[src/rtl/regfile_wb_scheduler_pkg.sv]
// Shared types and constants for the register-file writeback scheduler.
package regfile_wb_scheduler_pkg;

  typedef logic [4:0]  reg_addr_t;
  typedef logic [31:0] xlen_data_t;

  localparam int        NUM_REGS = 32;
  localparam reg_addr_t REG_ZERO = 5'd0;

endpackage

[src/rtl/regfile_wb_scheduler_rr_arbiter.sv]
// Round-robin arbiter: N-wide one-hot grant, search starts at the pointer
// and wraps. The pointer moves just past the winner on every grant.
// Grants are suppressed while rst is high.
module rr_arbiter #(
  parameter  int N  = 3,
  localparam int IW = (N > 1) ? $clog2(N) : 1
) (
  input  logic          clk,
  input  logic          rst,
  input  logic [N-1:0]  i_req,
  output logic [N-1:0]  o_gnt,
  output logic          o_gnt_vld,
  output logic [IW-1:0] o_gnt_idx
);

  logic [IW-1:0] r_ptr;

  // Pick the first requester at or after the pointer, wrapping modulo N.
  always_comb begin
    int j;
    j         = 0;
    o_gnt     = '0;
    o_gnt_vld = 1'b0;
    o_gnt_idx = '0;
    for (int k = 0; k < N; k++) begin
      j = (int'(r_ptr) + k) % N;
      if (!rst && !o_gnt_vld && i_req[j]) begin
        o_gnt[j]  = 1'b1;
        o_gnt_vld = 1'b1;
        o_gnt_idx = IW'(j);
      end
    end
  end

  // Advance the pointer past the winner; hold it when nothing is granted.
  always_ff @(posedge clk) begin
    if (rst) begin
      r_ptr <= '0;
    end else if (o_gnt_vld) begin
      r_ptr <= (o_gnt_idx == IW'(N - 1)) ? '0 : o_gnt_idx + 1'b1;
    end
  end

endmodule

[src/rtl/regfile_wb_scheduler.sv]
// Writeback scheduler: shares the register file write port among NUM_REQ
// requesters (round-robin, valid/ready) and tracks pending destination
// registers so the issue stage can see RAW hazards on rs1/rs2.
// Optional macro WB_SCHED_BYPASS_EN adds fwd1/fwd2 forwarding ports that
// cover the register file returning stale data on a same-edge read/write.
module regfile_wb_scheduler
  import regfile_wb_scheduler_pkg::*;
#(
  parameter int NUM_REQ = 3,
  parameter int XLEN    = 32,
  parameter int RF_AW   = 5
) (
  input  logic                     clk,
  input  logic                     rst,
  input  logic [NUM_REQ-1:0]       req_valid,
  output logic [NUM_REQ-1:0]       req_ready,
  input  logic [NUM_REQ*RF_AW-1:0] req_addr,
  input  logic [NUM_REQ*XLEN-1:0]  req_data,
  input  logic                     resv_valid,
  input  logic [RF_AW-1:0]         resv_addr,
  input  logic [RF_AW-1:0]         query_rs1,
  input  logic [RF_AW-1:0]         query_rs2,
  output logic                     hz_rs1,
  output logic                     hz_rs2,
  output logic                     rf_readWrite,
  output logic [RF_AW-1:0]         rf_addr_write,
  output logic [XLEN-1:0]          rf_write_data,
  output logic [NUM_REGS-1:0]      pending_mask
`ifdef WB_SCHED_BYPASS_EN
  ,
  output logic                     fwd1_valid,
  output logic [XLEN-1:0]          fwd1_data,
  output logic                     fwd2_valid,
  output logic [XLEN-1:0]          fwd2_data
`endif
);

  localparam int IW = (NUM_REQ > 1) ? $clog2(NUM_REQ) : 1;

  logic [NUM_REQ-1:0]  w_gnt;
  logic                w_gnt_vld;
  logic [IW-1:0]       w_gnt_idx;
  logic [RF_AW-1:0]    w_sel_addr;
  logic [XLEN-1:0]     w_sel_data;
  logic                w_wr;
  logic [NUM_REGS-1:0] w_mask_nxt;

  logic                r_rf_we_p1;
  logic [RF_AW-1:0]    r_rf_addr_p1;
  logic [XLEN-1:0]     r_rf_data_p1;
  logic [NUM_REGS-1:0] r_mask;

  rr_arbiter #(.N(NUM_REQ)) u_arb (
    .clk       (clk),
    .rst       (rst),
    .i_req     (req_valid),
    .o_gnt     (w_gnt),
    .o_gnt_vld (w_gnt_vld),
    .o_gnt_idx (w_gnt_idx)
  );

  // ---- stage p0: grant, operand select, scoreboard next state ----
  assign req_ready  = w_gnt;
  assign w_sel_addr = req_addr[int'(w_gnt_idx)*RF_AW +: RF_AW];
  assign w_sel_data = req_data[int'(w_gnt_idx)*XLEN +: XLEN];
  // x0 writes are accepted but never reach the register file.
  assign w_wr       = w_gnt_vld && (w_sel_addr != REG_ZERO);

  // Clear the retiring register, then set a new reservation so it wins ties.
  always_comb begin
    w_mask_nxt = r_mask;
    if (w_wr) begin
      w_mask_nxt[w_sel_addr] = 1'b0;
    end
    if (resv_valid && (resv_addr != REG_ZERO)) begin
      w_mask_nxt[resv_addr] = 1'b1;
    end
    w_mask_nxt[0] = 1'b0;
  end

  // ---- stage p1: registered register-file write port and scoreboard ----
  always_ff @(posedge clk) begin
    if (rst) begin
      r_rf_we_p1   <= 1'b0;
      r_rf_addr_p1 <= '0;
      r_rf_data_p1 <= '0;
      r_mask       <= '0;
    end else begin
      r_rf_we_p1 <= w_wr;
      r_mask     <= w_mask_nxt;
      if (w_wr) begin
        r_rf_addr_p1 <= w_sel_addr;
        r_rf_data_p1 <= w_sel_data;
      end
    end
  end

  assign rf_readWrite  = r_rf_we_p1;
  assign rf_addr_write = r_rf_addr_p1;
  assign rf_write_data = r_rf_data_p1;
  assign pending_mask  = r_mask;

  assign hz_rs1 = (query_rs1 != REG_ZERO) && r_mask[query_rs1];
  assign hz_rs2 = (query_rs2 != REG_ZERO) && r_mask[query_rs2];

`ifdef WB_SCHED_BYPASS_EN
  assign fwd1_valid = r_rf_we_p1 && (r_rf_addr_p1 == query_rs1) && (query_rs1 != REG_ZERO);
  assign fwd1_data  = fwd1_valid ? r_rf_data_p1 : '0;
  assign fwd2_valid = r_rf_we_p1 && (r_rf_addr_p1 == query_rs2) && (query_rs2 != REG_ZERO);
  assign fwd2_data  = fwd2_valid ? r_rf_data_p1 : '0;
`endif

endmodule

[config.mk]
export PLATFORM = sky130hd
export DESIGN_NAME = regfile_wb_scheduler
export DESIGN_NICKNAME = d
export VERILOG_FILES = /design/src/rtl/regfile_wb_scheduler_pkg.sv /design/src/rtl/regfile_wb_scheduler_rr_arbiter.sv /design/src/rtl/regfile_wb_scheduler.sv
export SDC_FILE = /design/constraint.sdc
export NUM_CORES = 1
export LEC_CHECK = 0
export BUFFER_PORTS_ARGS = -buffer_cell sky130_fd_sc_hd__buf_2
export CELL_PAD_IN_SITES_DETAIL_PLACEMENT = 1
export CELL_PAD_IN_SITES_GLOBAL_PLACEMENT = 2
export CORE_ASPECT_RATIO = 0.5
export CORE_MARGIN = 3
export CORE_UTILIZATION = 24
export CTS_CLUSTER_DIAMETER = 100
export DETAILED_ROUTE_END_ITERATION = 12
export PLACE_DENSITY_LB_ADDON = 0.1
export REMOVE_ABC_BUFFERS = 1
export SYNTH_ARGS = -nofsm -noshare
export SYNTH_HDL_FRONTEND = slang
export SYNTH_HIERARCHICAL = 1
export SYNTH_SLANG_ARGS = --single-unit
[constraint.sdc]
create_clock -name clk -period 3.25 [get_ports clk]
set_input_delay 0.1625 -clock clk [delete_from_list [all_inputs] [get_ports clk]]
set_output_delay 0.1625 -clock clk [all_outputs]
set_load 0.03 [all_outputs]
==> metrics.md <==
| Metric | Value |
|---|---|
| Status | `complete, no violations` |
| ANT nets after route | `0` |
| Maximum vdd ir drop | `0.000389 V` |
| Vias in the first global route | `5183` |
| Hold Vio Cnt, Final | `0` |
| CTS Buf Count | `9` |
| First-pass DRT Iterations | `4` |
| Post-synthesis sequential area ratio | `29.7%` |
| Die span in y | `106 µm` |
| Worst Hold Depth | `4` |
| NumNets Final | `913` |
| Rows | `35` |
| CTS tree | `built` |
| Total Routing Usage GR | `17.4%` |
| Ys async rst share | `0%` |
| Share of cells above drive strength 1 | `around 45%` |
| Pwr dens | `683 mW/mm²` |
| # setup viols final | `0` |
| Worst hold path class | `input pin to flop` |
| Number of remaining DRC errors | `0` |
| Final GP Congestion | `0.754` |
| Slowest stage cell on the critical path | `dfxtp_4` |
| Max Clk Rate | `around 320 MHz` |
| CP endpoint kind | `flop` |
| Worst Path Max Fanout | `8` |
| Clk root buf | `clkbuf_16` |
| Multi-input gate area | `0.00308 mm²` |
| CP most frequent cell | `buf_6` |
| Worst reg-to-reg path cell count | `15` |
| Comb pwr share | `53.8%` |
| CORE AREA | `0.0190 mm²` |
| Switching share of power | `43.5%` |
| Diode count | `0` |
| Synthesized area | `0.00478 mm²` |
| Area leader, netlist | `dfxtp_1` |
| GRT overflow | `0` |
| Clock sinks | `71` |
| Post-DP HPWL | `15100 µm` |
| Yosys warns | `6` |
| Actual slew at the worst max-slew pin | `742 ps` |
| Starting DRT DRC Count | `180` |
| Synth cell types | `48` |
| Final Cycle Share | `a little over nine tenths` |
| Fin Hold WS | `between 200 and 250 ps` |
| Initial Util | `about a quarter` |
| Sw Pwr | `2.00 mW` |
| DIE WIDTH | `206 µm` |
| DRT Wirelength | `19800 µm` |
| Max clock buf depth | `2` |
| Max Slew Vio Count | `0` |
| Clock transition at path regs | `60 ps` |
| Post-synth EDFFs | `0` |
| CP top delay family | `simple AND/OR/NAND/NOR gates` |
| Fill cell count | `between 2000 and 2500` |
| DR vias | `5041` |
| Hold_buf cts | `0` |
| Ports | `between 200 and 250` |
| Mean post-synth cell area | `8.59 µm²` |
| Crit start category | `flop` |
| Initial antenna violation count | `0` |
| Storage element area | `roughly 0.0014 mm²` |
| First-pass GRT wire length | `29700 µm` |
| Mapped Cells | `~560` |
| Worst slew margin | `50.4%` |
| HP Start | `resv_addr[3]` |
| Setup CP Type | `flop to flop` |
| Commonest cells in the synthesized netlist | `74 x a21oi_1, 72 x nand2_1, 71 x dfxtp_1` |
| CP Data Arrival Time | `3340 ps` |
| Ys flop type | `dfxtp_1` |
| Yosys top cell area share | `just under 30%` |
| Critical Path Max Stage Delay | `360 ps` |
| Most area-consuming cells after synthesis | `dfxtp_1 30%, mux2i_1 8.6%, mux4_2 8.5%, a211oi_2 7.9%, a21oi_1 7.8%` |
| # port buffers | `205` |
| Internal power | `about 2.6 mW` |
| Fin util | `35.6%` |
| Clock power share | `around 22%` |
| Clock skew | `9.33 ps` |
| H-tree levels | `3` |
| WL/cell | `19.1 µm` |
| Most frequent cell after synthesis | `a21oi_1` |
| R2r endpoint | `rf_write_data[16]` |
| Total of max-cap violations | `0` |
| Insertion delay to the later sink of the worst-skew pair | `340 ps` |
| Buf/Inv on CP | `4` |
| Sequential Power Share | `about a quarter` |
| Reg2Reg Setup Slack | `approximately 160 ps` |
| RR Startpoint | `u_arb/r_ptr[1]` |
| Leakage power | `around 2.8 nW` |
| Worst EP required | `3500 ps` |
| Drt via density | `between 4 and 5` |
| Largest net degree at the start of global routing | `39` |
| Critical-path cell list | `inv_2 > ha_4 > mux2i_2 > o21ai_2 > nor2_2 > nand3_2 > a21oi_4 > and2b_2 > buf_4 > o2bb2ai_4 > nor4_4 > buf_6 > buf_6 > a21oi_1 > a211oi_2` |
| Register bit total from synthesis | `71` |
| Period minus WS final | `3090 ps` |
| Total Die Area | `0.0217 mm²` |
| Area delta synth->final | `41.2%` |
| WHS Endpoint | `pending_mask[2]` |
-- power groups by stage --
| stage | clock, mW | combinational [mW] | sequential, mW |
|---|---|---|---|
| after floorplan | 0 | 1.18 | 1.39 |
| after global placement | 0 | 2.37 | 1.11 |
| after detailed placement | 0 | 2.38 | 1.12 |
| after CTS | 1.04 | 2.38 | 1.10 |
| after global routing | 1.08 | 2.70 | 1.13 |
| final | 1.02 | 2.48 | 1.11 |
-- logic make-up (layout without fill, tap and decap cells) --
family,Yosys count,in the layout,synth area share (%)
other,1,1,0.0785
AO/OA/AOI/OAI,205,205,30.7
flip-flops,71,71,29.7
buffers and inverters,85,310,8.01
AND/OR/NAND/NOR,126,126,12.1
multiplexers,64,64,18.3
adder cells (fa/ha/maj),4,4,1.05
-- tightest hold or removal path: stages --
cell,delay (ps)
buf_2,130
nor3_1,80
nand2_1,70
a21oi_1,50
-- layout by cell type, fill, tap and decap left out, types with 5 or more instances in the layout --
cell type,n
a211oi_2,31
a21oi_1,73
a22oi_1,5
buf_2,204
buf_4,45
clkbuf_16,11
dfxtp_1,69
inv_1,39
mux2i_1,39
mux4_2,18
nand2_1,72
nand3_1,7
nand3b_1,6
nor2_1,15
nor2b_1,5
o211ai_1,33
o21ai_0,33
or3_1,5
-- flip-flops by register name, summed over array words and instances, names as in the netlist --
signal         cells
rf_write_data     32
pending_mask      31
u_arb/r_ptr        2
rf_readWrite       1
rf_addr_write      5
-- worst max-delay path by stage --
stage	startpoint	end	slack, ps	cells past startpoint
2_1_floorplan	u_arb/r_ptr[0]	rf_write_data[13]	-4040	12
3_3_place_gp	u_arb/r_ptr[1]	rf_write_data[13]	80	14
3_5_place_dp	u_arb/r_ptr[1]	rf_write_data[14]	-20	14
4_1_cts	u_arb/r_ptr[0]	rf_write_data[14]	10	14
5_1_grt	u_arb/r_ptr[1]	rf_write_data[31]	-2	15
6_report	u_arb/r_ptr[1]	rf_write_data[16]	160	15
-- metal layers --
metal	routed length, µm	vias to the layer above	track usage (%)
li1	-	2472	-
met1	9180	2462	22.7
met2	9700	91	30.0
met3	736	16	3.49
met4	216	0	3.46
met5	0	-	0
-- what timing repair did --
action,4_1_cts,5_1_grt
resized for setup,1,19
pin swaps,0,8
hold endpoints to repair,0,0
gates cloned,0,3
setup buffers,0,4
endpoints found under the setup margin,30,69
-- through the flow --
step                      TNS (ps)  cell area (µm²)  power (mW)  std cells  worst slack, ps
final                            0             6750        4.61       1040              162
after global routing         -2.14             6750        4.91       1040            -2.14
after CTS                        0             6580        4.53       1033             14.5
after global placement           0             6280        3.48       1018             76.7
after detailed placement     -28.5             6280        3.50       1018            -15.2
after floorplan            -236400             4550        2.56        511            -4040
-- cell type report --
| cell class | count | share of cell area (%) |
|---|---|---|
| multi-input combinational | 400 | 45.6 |
| timing repair buffer | 255 | 21.8 |
| sequential | 71 | 21.2 |
| tap | 259 | 4.80 |
| clock buffer | 10 | 3.54 |
| inverter | 40 | 2.22 |
| clock inverter | 5 | 0.853 |
Power figures use the tool's default switching activity.
